===== src/rtl/kpn_queue_fifo_if.sv =====
// rtl/kpn_queue_fifo_if.sv - producer/consumer handshake bundle for kpn_queue_fifo (KPN_QUEUE_ERR_EN adds error status)
interface kpn_queue_fifo_if #(
    parameter int DATA_WIDTH = 16,
    parameter int ADDR_BITS  = 5
);
    logic                  wr;
    logic [DATA_WIDTH-1:0] entry_1;
    logic                  rd;
    logic [DATA_WIDTH-1:0] output_1;
    logic                  full;
    logic                  empty;
    logic [ADDR_BITS:0]    count;
    logic                  ready;
`ifdef KPN_QUEUE_ERR_EN
    logic                  overflow_err;
    logic                  underflow_err;
    logic [15:0]           drop_cnt;

    modport master (
        output wr, entry_1, rd,
        input  output_1, full, empty, count, ready, overflow_err, underflow_err, drop_cnt
    );
    modport slave (
        input  wr, entry_1, rd,
        output output_1, full, empty, count, ready, overflow_err, underflow_err, drop_cnt
    );
`else
    modport master (
        output wr, entry_1, rd,
        input  output_1, full, empty, count, ready
    );
    modport slave (
        input  wr, entry_1, rd,
        output output_1, full, empty, count, ready
    );
`endif
endinterface


===== src/rtl/kpn_queue_fifo.sv =====
// rtl/kpn_queue_fifo.sv - KPN channel FIFO with reset-driven precharge (KPN_QUEUE_ERR_EN adds error status)
module kpn_queue_fifo #(
    parameter int DATA_WIDTH      = 16,
    parameter int ADDR_BITS       = 5,
    parameter int PRECHARGE_COUNT = 0,
    parameter logic [DATA_WIDTH*((PRECHARGE_COUNT > 0) ? PRECHARGE_COUNT : 1)-1:0] PRECHARGE_DATA = '0
) (
    input logic              clk,
    input logic              reset,
    kpn_queue_fifo_if.slave  q
);
    localparam int                 DEPTH   = 1 << ADDR_BITS;
    localparam logic [ADDR_BITS:0] DEPTH_C = (ADDR_BITS+1)'(DEPTH);
    localparam logic [ADDR_BITS:0] PRE_C   = (ADDR_BITS+1)'(PRECHARGE_COUNT);

    generate
        if (PRECHARGE_COUNT < 0 || PRECHARGE_COUNT > DEPTH) begin : g_bad_precharge
            $error("kpn_queue_fifo: PRECHARGE_COUNT out of range 0..2**ADDR_BITS");
        end
    endgenerate

    typedef enum logic {S_PRECHARGE, S_RUN} state_t;

    // Precharge tokens laid out as a depth-sized table so the index never leaves range.
    logic [DATA_WIDTH-1:0] pre_rom [DEPTH];
    for (genvar i = 0; i < DEPTH; i++) begin : g_rom
        if (i < PRECHARGE_COUNT) begin : g_tok
            assign pre_rom[i] = PRECHARGE_DATA[i*DATA_WIDTH +: DATA_WIDTH];
        end else begin : g_pad
            assign pre_rom[i] = '0;
        end
    end

    logic [DATA_WIDTH-1:0] mem [DEPTH];
    state_t                state;
    logic [ADDR_BITS-1:0]  w_ptr, r_ptr;
    logic [ADDR_BITS:0]    pre_idx, count_r, count_next;
    logic                  full_r, empty_r, ready_r;
    logic                  rd_ok, pre_wr, run_wr, do_wr;
    logic [DATA_WIDTH-1:0] wdata;

    always_comb begin
        rd_ok  = q.rd && !empty_r;
        pre_wr = (state == S_PRECHARGE) && (pre_idx != PRE_C);
        run_wr = (state == S_RUN) && q.wr && (!full_r || rd_ok);
        do_wr  = pre_wr || run_wr;
        wdata  = pre_wr ? pre_rom[pre_idx[ADDR_BITS-1:0]] : q.entry_1;
        count_next = count_r;
        case ({do_wr, rd_ok})
            2'b10:   count_next = count_r + 1'b1;
            2'b01:   count_next = count_r - 1'b1;
            default: count_next = count_r;
        endcase
    end

    always_ff @(posedge clk) begin
        if (reset) begin
            state   <= S_PRECHARGE;
            w_ptr   <= '0;
            r_ptr   <= '0;
            pre_idx <= '0;
            count_r <= '0;
            full_r  <= 1'b0;
            empty_r <= 1'b1;
            ready_r <= 1'b0;
        end else begin
            if (do_wr) w_ptr <= w_ptr + 1'b1;
            if (rd_ok) r_ptr <= r_ptr + 1'b1;
            count_r <= count_next;
            full_r  <= (count_next == DEPTH_C);
            empty_r <= (count_next == '0);
            case (state)
                S_PRECHARGE: begin
                    if (pre_idx == PRE_C) begin
                        state   <= S_RUN;
                        ready_r <= 1'b1;
                    end else begin
                        pre_idx <= pre_idx + 1'b1;
                    end
                end
                default: ready_r <= 1'b1;
            endcase
        end
    end

    // Storage is deliberately not cleared by reset.
    always_ff @(posedge clk) begin
        if (!reset && do_wr) mem[w_ptr] <= wdata;
    end

    assign q.output_1 = mem[r_ptr];
    assign q.full     = full_r;
    assign q.empty    = empty_r;
    assign q.count    = count_r;
    assign q.ready    = ready_r;

`ifdef KPN_QUEUE_ERR_EN
    logic        overflow_r, underflow_r, rej_wr;
    logic [15:0] drop_r;

    assign rej_wr = (state == S_RUN) && q.wr && full_r && !rd_ok;

    always_ff @(posedge clk) begin
        if (reset) begin
            overflow_r  <= 1'b0;
            underflow_r <= 1'b0;
            drop_r      <= '0;
        end else begin
            if (rej_wr) begin
                overflow_r <= 1'b1;
                if (drop_r != 16'hFFFF) drop_r <= drop_r + 1'b1;
            end
            if (q.rd && empty_r) underflow_r <= 1'b1;
        end
    end

    assign q.overflow_err  = overflow_r;
    assign q.underflow_err = underflow_r;
    assign q.drop_cnt      = drop_r;
`endif
endmodule


===== src/flat_wrapper.sv =====
// flat-port wrapper written by rule: the top's interface ports become plain ports
module kpn_queue_fifo_flat 
#(
    parameter int DATA_WIDTH      = 16,
    parameter int ADDR_BITS       = 5,
    parameter int PRECHARGE_COUNT = 0,
    parameter logic [DATA_WIDTH*((PRECHARGE_COUNT > 0) ? PRECHARGE_COUNT : 1)-1:0] PRECHARGE_DATA = '0
)
  (clk, reset, q_wr, q_entry_1, q_rd, q_output_1, q_full, q_empty, q_count, q_ready);
  kpn_queue_fifo_if #(.DATA_WIDTH(DATA_WIDTH), .ADDR_BITS(ADDR_BITS)) q_i ();
  input logic clk;
  input logic reset;
  input wire logic [$bits(q_i.wr)-1:0] q_wr;
  input wire logic [$bits(q_i.entry_1)-1:0] q_entry_1;
  input wire logic [$bits(q_i.rd)-1:0] q_rd;
  output wire logic [$bits(q_i.output_1)-1:0] q_output_1;
  output wire logic [$bits(q_i.full)-1:0] q_full;
  output wire logic [$bits(q_i.empty)-1:0] q_empty;
  output wire logic [$bits(q_i.count)-1:0] q_count;
  output wire logic [$bits(q_i.ready)-1:0] q_ready;
  assign q_i.wr = q_wr;
  assign q_i.entry_1 = q_entry_1;
  assign q_i.rd = q_rd;
  assign q_output_1 = q_i.output_1;
  assign q_full = q_i.full;
  assign q_empty = q_i.empty;
  assign q_count = q_i.count;
  assign q_ready = q_i.ready;
  kpn_queue_fifo #(.DATA_WIDTH(DATA_WIDTH), .ADDR_BITS(ADDR_BITS), .PRECHARGE_COUNT(PRECHARGE_COUNT), .PRECHARGE_DATA(PRECHARGE_DATA)) u_core (.clk(clk), .reset(reset), .q(q_i));
endmodule

===== config.mk =====
export PLATFORM = sky130hd
export DESIGN_NAME = kpn_queue_fifo_flat
export DESIGN_NICKNAME = d
export VERILOG_FILES = /design/src/rtl/kpn_queue_fifo_if.sv /design/src/rtl/kpn_queue_fifo.sv /design/src/flat_wrapper.sv
export SDC_FILE = /design/constraint.sdc
export NUM_CORES = 1
export LEC_CHECK = 0
export BUFFER_PORTS_ARGS = -buffer_cell sky130_fd_sc_hd__buf_2
export CORE_UTILIZATION = 25
export CTS_CLUSTER_DIAMETER = 120
export DETAILED_ROUTE_END_ITERATION = 10
export HOLD_SLACK_MARGIN = 0.06
export MAX_ROUTING_LAYER = met4
export SETUP_SLACK_MARGIN = 0.02
export SLEW_MARGIN = 20
export SYNTH_ARGS = -nofsm -noshare
export SYNTH_HDL_FRONTEND = slang
export SYNTH_SLANG_ARGS = --single-unit
export TNS_END_PERCENT = 100

===== constraint.sdc =====
create_clock -name clk -period 3.45 [get_ports clk]
set_input_delay 0.345 -clock clk [delete_from_list [all_inputs] [get_ports clk]]
set_output_delay 0.345 -clock clk [all_outputs]
set_load 0.05 [all_outputs]

# Word level (Yosys, flattened, before mapping)
# Memory sizes are Yosys's and may differ from the RTL's. A register that Yosys moved wholly into a read port is not among the register bits.
# Cells that the tools add are included.
# word_totals
mem_bits_ro	512
n_memories	2
reg_bits	26
ram_bits	512
input_bits	20
word_cells	49
output_inout_bits	25
# op_classes
n_lt_le_gt_ge	1
eq_ne	3
bitwise	3
add_sub_neg	5
muxes	12
n_reduce_logical	15
# memory_table
name	depth	word_bits	rd	rd_ports_with_merged_regs	write_ports	line	text
(name not given)	32	16	1	0	0	kpn_queue_fifo.sv:47	wdata = pre_wr ? pre_rom[pre_idx[ADDR_BITS-1:0]] : q.entry_1;
u_core.mem	32	16	1	1	1	kpn_queue_fifo.sv:34	logic [DATA_WIDTH-1:0] mem [DEPTH];
# ops
cell	count
two-way mux 16 bit	3
adder 6 x 1 -> 6 bit, second input constant	2
zero test 6 bit	2
case mux 6 bit (2 select lines)	1
adder 5 x 1 -> 5 bit, second input constant	2
two-way mux 5 bit	2
equality test 6 bit, second input constant	1
greater-or-equal comparator 6 bit, second input constant	1
two-way mux 1 bit	6
inverter 5 -> 6 bit	1
nonzero test 6 bit	1
subtractor 6 x 1 -> 6 bit, second input constant	1
logical AND 1 bit	5
zero test 1 bit	3
equality test 2 x 1 -> 1 bit, second input constant	1
equality test 2 bit, second input constant	1
logical OR 1 bit	2
inverter 1 bit	2
AND reduction 2 bit	1
nonzero test 2 bit	1

# Logic depth before layout (Yosys ltp)
# Gate-level depths: netlist of run 1.
# logic_depth
word_depth	8
mapped_depth	13
ltp_nobuf	12

# Worst setup path before layout of run 1
# No wires, ideal clock.
# synth_path
path_kind	reg2reg
from	register u_core.empty_r, in the netlist u_core.q.empty
to	register u_core.empty_r, in the netlist u_core.q.empty
path_buffers	2
period_less_slack_ns	3.262
required_ns	3.378
arrival_ns	3.190
setup_ns	0.072
stages_incl_launch_ff	14
setup_slack_ns	0.188
path_cell_list	dfxtp_1 -> nor2b_1 -> clkbuf_1 -> o211a_1 -> nor2_1 -> ha_1 -> clkbuf_1 -> xor2_1 -> ha_1 -> nor3b_1 -> o32ai_1 -> xnor2_1 -> o2111ai_1 -> a2bb2oi_1
# synth_via
elab_chain_len	8
elab_cells_between_ends	9
cone_classes	eq/ne: 2; mux: 1; reduce/logical: 6
# synth_lines
element	line	text
start: declaration	kpn_queue_fifo.sv:38	logic full_r, empty_r, ready_r;
start signal: assignment	kpn_queue_fifo.sv:71	empty_r <= (count_next == '0);
zero test 1 bit (*)	kpn_queue_fifo.sv:43	rd_ok = q.rd && !empty_r;
logical AND 1 bit (*)	kpn_queue_fifo.sv:43	
net u_core.rd_ok	kpn_queue_fifo.sv:39	logic rd_ok, pre_wr, run_wr, do_wr;
logical OR 1 bit	kpn_queue_fifo.sv:45	run_wr = (state == S_RUN) && q.wr && (!full_r || rd_ok);
logical AND 1 bit	kpn_queue_fifo.sv:45	
logical OR 1 bit	kpn_queue_fifo.sv:46	do_wr = pre_wr || run_wr;
equality test 2 x 1 -> 1 bit or equality test 2 bit (tied branches)	kpn_queue_fifo.sv:49	case ({do_wr, rd_ok})
case mux 6 bit (2 select lines) (*)	kpn_queue_fifo.sv:49	
zero test 6 bit (*)	kpn_queue_fifo.sv:71	
# The timed path passes the listed nets; every way through them passes the cells marked *.
# A chain may end at the register's enable or synchronous reset.

==> metrics.txt, run 1 <==
status=completed; crit path DAT=2.97 ns; critical path endpoint category=output pin; die area=~86000 um2; Comb pwr share=between 10% and 20%; HPWL Detailed=approximately 29 mm; CTS max path bufs=3; worst slack, placed=approximately 0.4 ns; crit-path max FO=22; max cap viols=0; Cell Pwr Density=~600 nW/um2; syn_nets=985; CTS Buf Count=53; Worst Hold Class=input port to flip-flop; final clock skew=0.0391 ns; Final TNS setup=0 ns; switching power total=approximately 3.9 mW; syn avg cell area=approximately 22 um2; gp weighted congestion=around 0.75; register bit total from synthesis=roughly 540; Clock Latency Late Sink=about 0.62 ns; Critical Path RT=3.11 ns; Fill cells=slightly above 8000; via count=10100; most frequent cells in the layout=edfxtp_1 (512), mux4_2 (160), buf_4 (67); Die Span X=293 um; core area=around 84000 um2; 1st-iter DRT viols=a little under 1000; Fmax=302 MHz; post-DR wirelength/cell=around 22 um; Pre-antenna DRT Iters=5; clk root buf=clkbuf_16; standby leakage power=around 7.6 nW; worst-margin pin slew=0.651 ns; worst setup margin=approximately 0.14 ns; row count=around 110; Cell Area, Synth=21100 um2; multi-input logic area=~4900 um2; Seq/Total Area, Yosys=75.7%; Yosys cell types=between 40 and 50; Max IR drop VDD=around 0.45 mV; EDFF count, synth=about 510; total grt overflow=0; Initial Util=approximately 25%; Remaining DRCs=0; initial antenna violation count=4; Internal=around 12 mW; Final #Nets=1118; Max Slew Vio Count=0; Flop pwr share=a little under half; Net Sw Frac=between 20% and 30%; CP Launch Type=flip-flop; RSZ-0062 raised after global routing=no; IO Port Bufs=44; first-pass GRT wire length=slightly above 70 mm; vias in the first global route=a little over 10000; pin count of the biggest net entering global routing=52; clk slew on worst S/H paths=0.06 ns; asr flop ratio synth=0%; post-route ant nets=0; H-tree levels=2; global-route usage over all layers=12.0%; synthesis warning total=0; Hold Violations, Final=0; commonest non-fill, non-tap cell in the layout=edfxtp_1; Rel. slew slack=56.6%; FF+latch area=16000 um2; Via density=4.47; final WL=50.3 mm; Tmin final=between 3 and 4 ns; final setup fails=0; synthesis-to-layout area growth=19.1%; layout cells sized above 1=a little over a third; final worst path period share=between 90% and 100%; Die Span Y=slightly below 300 um; CTS tree=done; total clock sinks=approximately 540; Synth Instances=~960; CP Class=flip-flop to output pin; I/O Pins=45; clock share of power=between 30% and 40%; Most used DFF post-synth=edfxtp_1
## metal layers
| layer | part of all wire (%) | wire length (um) | vias up | global-route usage, % |
|---|---|---|---|---|
| li1 | - | - | 4238 | - |
| met1 | 47 | 23400 | 5462 | 16.9 |
| met2 | 45 | 22700 | 343 | 17.5 |
| met3 | 6.3 | 3170 | 63 | 2.34 |
| met4 | 2.1 | 1040 | 0 | 3.24 |
| met5 | 0 | 0 | - | - |
## cell families (layout without fill, tap and decap cells)
| kind of cell | count (synthesis) | in the layout | share of synthesized area [%] |
|---|---|---|---|
| AOI/OAI and AO/OA | 28 | 28 | 0.906 |
| DFF | 543 | 543 | 75.7 |
| other | 0 | 2 | 0 |
| and+or+nand+nor | 119 | 119 | 2.78 |
| xor gates and xnor gates | 17 | 17 | 0.705 |
| buffers and inverters | 57 | 228 | 1.13 |
| muxes | 181 | 181 | 18.2 |
| adders and majority gates | 10 | 10 | 0.592 |
## power groups by stage
stage          clock [mW]  combinational, mW  sequential, mW
2_1_floorplan           0               1.68            7.58
3_3_place_gp            0               2.32            7.51
3_5_place_dp            0               2.33            7.51
4_1_cts              5.78               2.34            7.37
5_1_grt              6.02               2.63            7.37
6_report             5.65               2.46            7.37
## worst max-delay path: stages (launching register included)
cell     delay (ns)
dfxtp_4        0.37
buf_12         0.15
buf_16         0.22
mux4_2         0.54
mux4_2         0.56
mux2_2         0.32
buf_2          0.22
## state kept, by name, indices dropped and copies added (netlist names), named ones only
signal and flops:
u_core.w_ptr 5, u_core.q.ready 1, u_core.r_ptr 5, u_core.q.count 6
u_core.pre_idx 6, u_core.mem 512, u_core.state 1, u_core.q.empty 1
u_core.q.full 1
## through the flow
step | power, mW | std cells | hold slack [ns] | instance area, um2 | utilization, %
final | 15.5 | 2262 | 0.374 | 25200 | 30.1
after global routing | 16.0 | 2262 | 0.404 | 25200 | 30.1
after floorplan | 9.26 | 955 | 0.414 | 21100 | -
after CTS | 15.5 | 2253 | 0.339 | 25000 | 29.9
after global placement | 9.83 | 2159 | 0.446 | 23300 | 27.9
after detailed placement | 9.84 | 2159 | 0.461 | 23300 | 27.9
## path summary, 6_finish.rpt
path,cells past startpoint,slack (ns),startpoint,endpoint
setup / recovery,6,0.14,flip-flop,q_output_1[13]
hold / removal,5,0.37,q_wr,u_core.w_ptr[2]
setup reg to reg,11,0.36,u_core.pre_idx[2],u_core.q.empty
hold reg to reg,1,0.48,u_core.q.ready,u_core.q.ready
## timing repair
item	CTS	global route
endpoints found under the hold margin	1	0
endpoints found under the setup margin	0	11
setup buffers	0	4
gates resized for setup	0	3
hold buffers	1	0
## synthesized netlist by cell type (all sizes together) (2+ instances only)
cell type    n  area (um2)
mux2        17         191
ha          10         125
edfxtp     512       15400
nor3b        5        37.5
or3b         3        26.3
o21a         2        15.0
xnor2        7        61.3
dfxtp       31         621
a2bb2oi      2        17.5
o21ai        4        20.0
nand3b       4        30.0
nor2b        3        18.8
and2        18         113
inv          8        30.0
mux4       160        3600
nand4        2        12.5
mux2i        4        40.0
xor2        10        87.6
o211ai       2        15.0
nor2        61         229
a21oi        9        45.0
clkbuf      32         120
or3          2        12.5
nand2       10        37.5
buf         17        88.8
o2111ai      2        17.5
nor3         2        10.0
nand3        3        15.0
## layout make-up
type | count | share of cell area (%)
Antenna cell | 2 | 0.0199
Clock buffer | 67 | 5.52
Clock inverter | 26 | 1.18
Inverter | 8 | 0.119
Multi-Input combinational cell | 355 | 19.7
Sequential cell | 543 | 63.6
Tap cell | 1134 | 5.64
Timing Repair Buffer | 127 | 4.26
(Power assumes the default switching activity.)
==> inputs of run 2 (changes only) <==
- clock period: 3.45 -> 4.15 ns (I/O delays scaled with it)
==> metrics.txt, run 2 (synthesis gave the netlist of run 1 again) <==
standby leakage power=7.37 nW; CTS tree=done; Cell Count, Final, Fillers Out=2225; Clock Latency Late Sink=roughly 0.57 ns; Initial Util=between 20% and 30%; Die Span X=a little under 300 um; status=completed; Remaining DRCs=0; row count=between 100 and 150; clk slew on worst S/H paths=around 0.06 ns; Hold Violations, Final=0; pin count of the biggest net entering global routing=just over 50; first-pass GRT wire length=69.5 mm; layout cells sized above 1=35.4%; initial antenna violation count=2; crit-path max FO=50; Cell Pwr Density=~500 nW/um2; clk root buf=clkbuf_16; die area=85700 um2; I/O Pins=45; CTS Buf Count=50; Post-CTS Setup Bufs=0; 1st-iter DRT viols=around 1100; R2R cell count=10; Hold Path Depth=2; worst slack, placed=~0.76 ns; final setup fails=0; cell count after placement=roughly 2100; CTS resizes=0; Worst Hold Class=input port to flip-flop; crit path DAT=3.36 ns; Pwr Total=approximately 12 mW; vias in the first global route=roughly 10000; total clock sinks=543; HPWL Detailed=28.5 mm; post-route ant nets=0; final WL=47.2 mm; Final TNS setup=0 ns; total grt overflow=0; CP Launch Type=flip-flop; Critical Path RT=around 3.7 ns; Top reg by flops=u_core.mem; most frequent cells in the layout=edfxtp_1 (512), mux4_2 (160), clkbuf_16 (51); Rel. slew slack=between 50% and 60%; critical path endpoint category=output pin; Max IR drop VDD=between 0.4 and 0.5 mV; Pre-antenna DRT Iters=4; CTS max path bufs=3; final worst path period share=between 90% and 100%; Max Slew Vio Count=0; global-route usage over all layers=between 10% and 20%; IO Port Bufs=44; worst setup margin=0.379 ns; post-DR wirelength/cell=about 21 um; via count=roughly 10000; CP Class=flip-flop to output pin; Final #Nets=~1100; core area=~84000 um2; commonest non-fill, non-tap cell in the layout=edfxtp_1; synthesis-to-layout area growth=16.5%; hold-fix buffers at CTS=0; max cap viols=0; worst-margin pin slew=about 0.69 ns; Fmax=265 MHz; gp weighted congestion=0.726; H-tree levels=2; Tmin final=around 3.8 ns; RSZ-0062 raised after global routing=no; max reg flops=about 500; Die Span Y=just under 300 um; final clock skew=0.0206 ns; Via density=roughly 4.4
run 2: area by class of cell:
type,instances,area [um2]
fillers,8051,59100
flip-flops and latches,543,16000
multi-input cells,355,4970
well taps,1134,1420
clock buffers,64,1340
repair buffers,91,648
clock inverters,28,208
inverters,8,30.0
diodes,2,5.00
run 2: metal layers:
| metal | wire [um] | GRT usage [%] |
|---|---|---|
| met2 | 22000 | 17.2 |
| met5 | 0 | - |
| met3 | 3350 | 2.56 |
| met1 | 21200 | 15.6 |
| met4 | 597 | 2.48 |
run 2: per-stage QoR:
step | area (um2) | util [%] | hold slack, ns
floorplan | 21100 | - | 0.479
global placement | 23000 | 27.5 | 0.447
detailed placement | 23000 | 27.5 | 0.464
CTS | 24600 | 29.4 | 0.268
global route | 24600 | 29.4 | 0.278
finish | 24600 | 29.4 | 0.280
run 2: critical path, cell delays in order, from the launching register on:
cell and delay [ns]:
dfxtp_4 0.66, buf_12 0.41, mux4_2 0.56, mux4_2 0.55
mux2_2 0.32, buf_2 0.22
run 2: worst paths after layout:
path	start	to	slack, ns
min reg2reg	u_core.q.ready	u_core.q.ready	0.48
min	reset	u_core.pre_idx[0]	0.28
max reg2reg	u_core.pre_idx[2]	u_core.q.empty	0.81
max	flip-flop	q_output_1[1]	0.38
run 2: power by group:
part	switching [mW]	total, mW	internal [mW]
sequential	0.125	6.17	6.05
clock	1.94	4.40	2.46
combinational	1.03	1.89	0.862
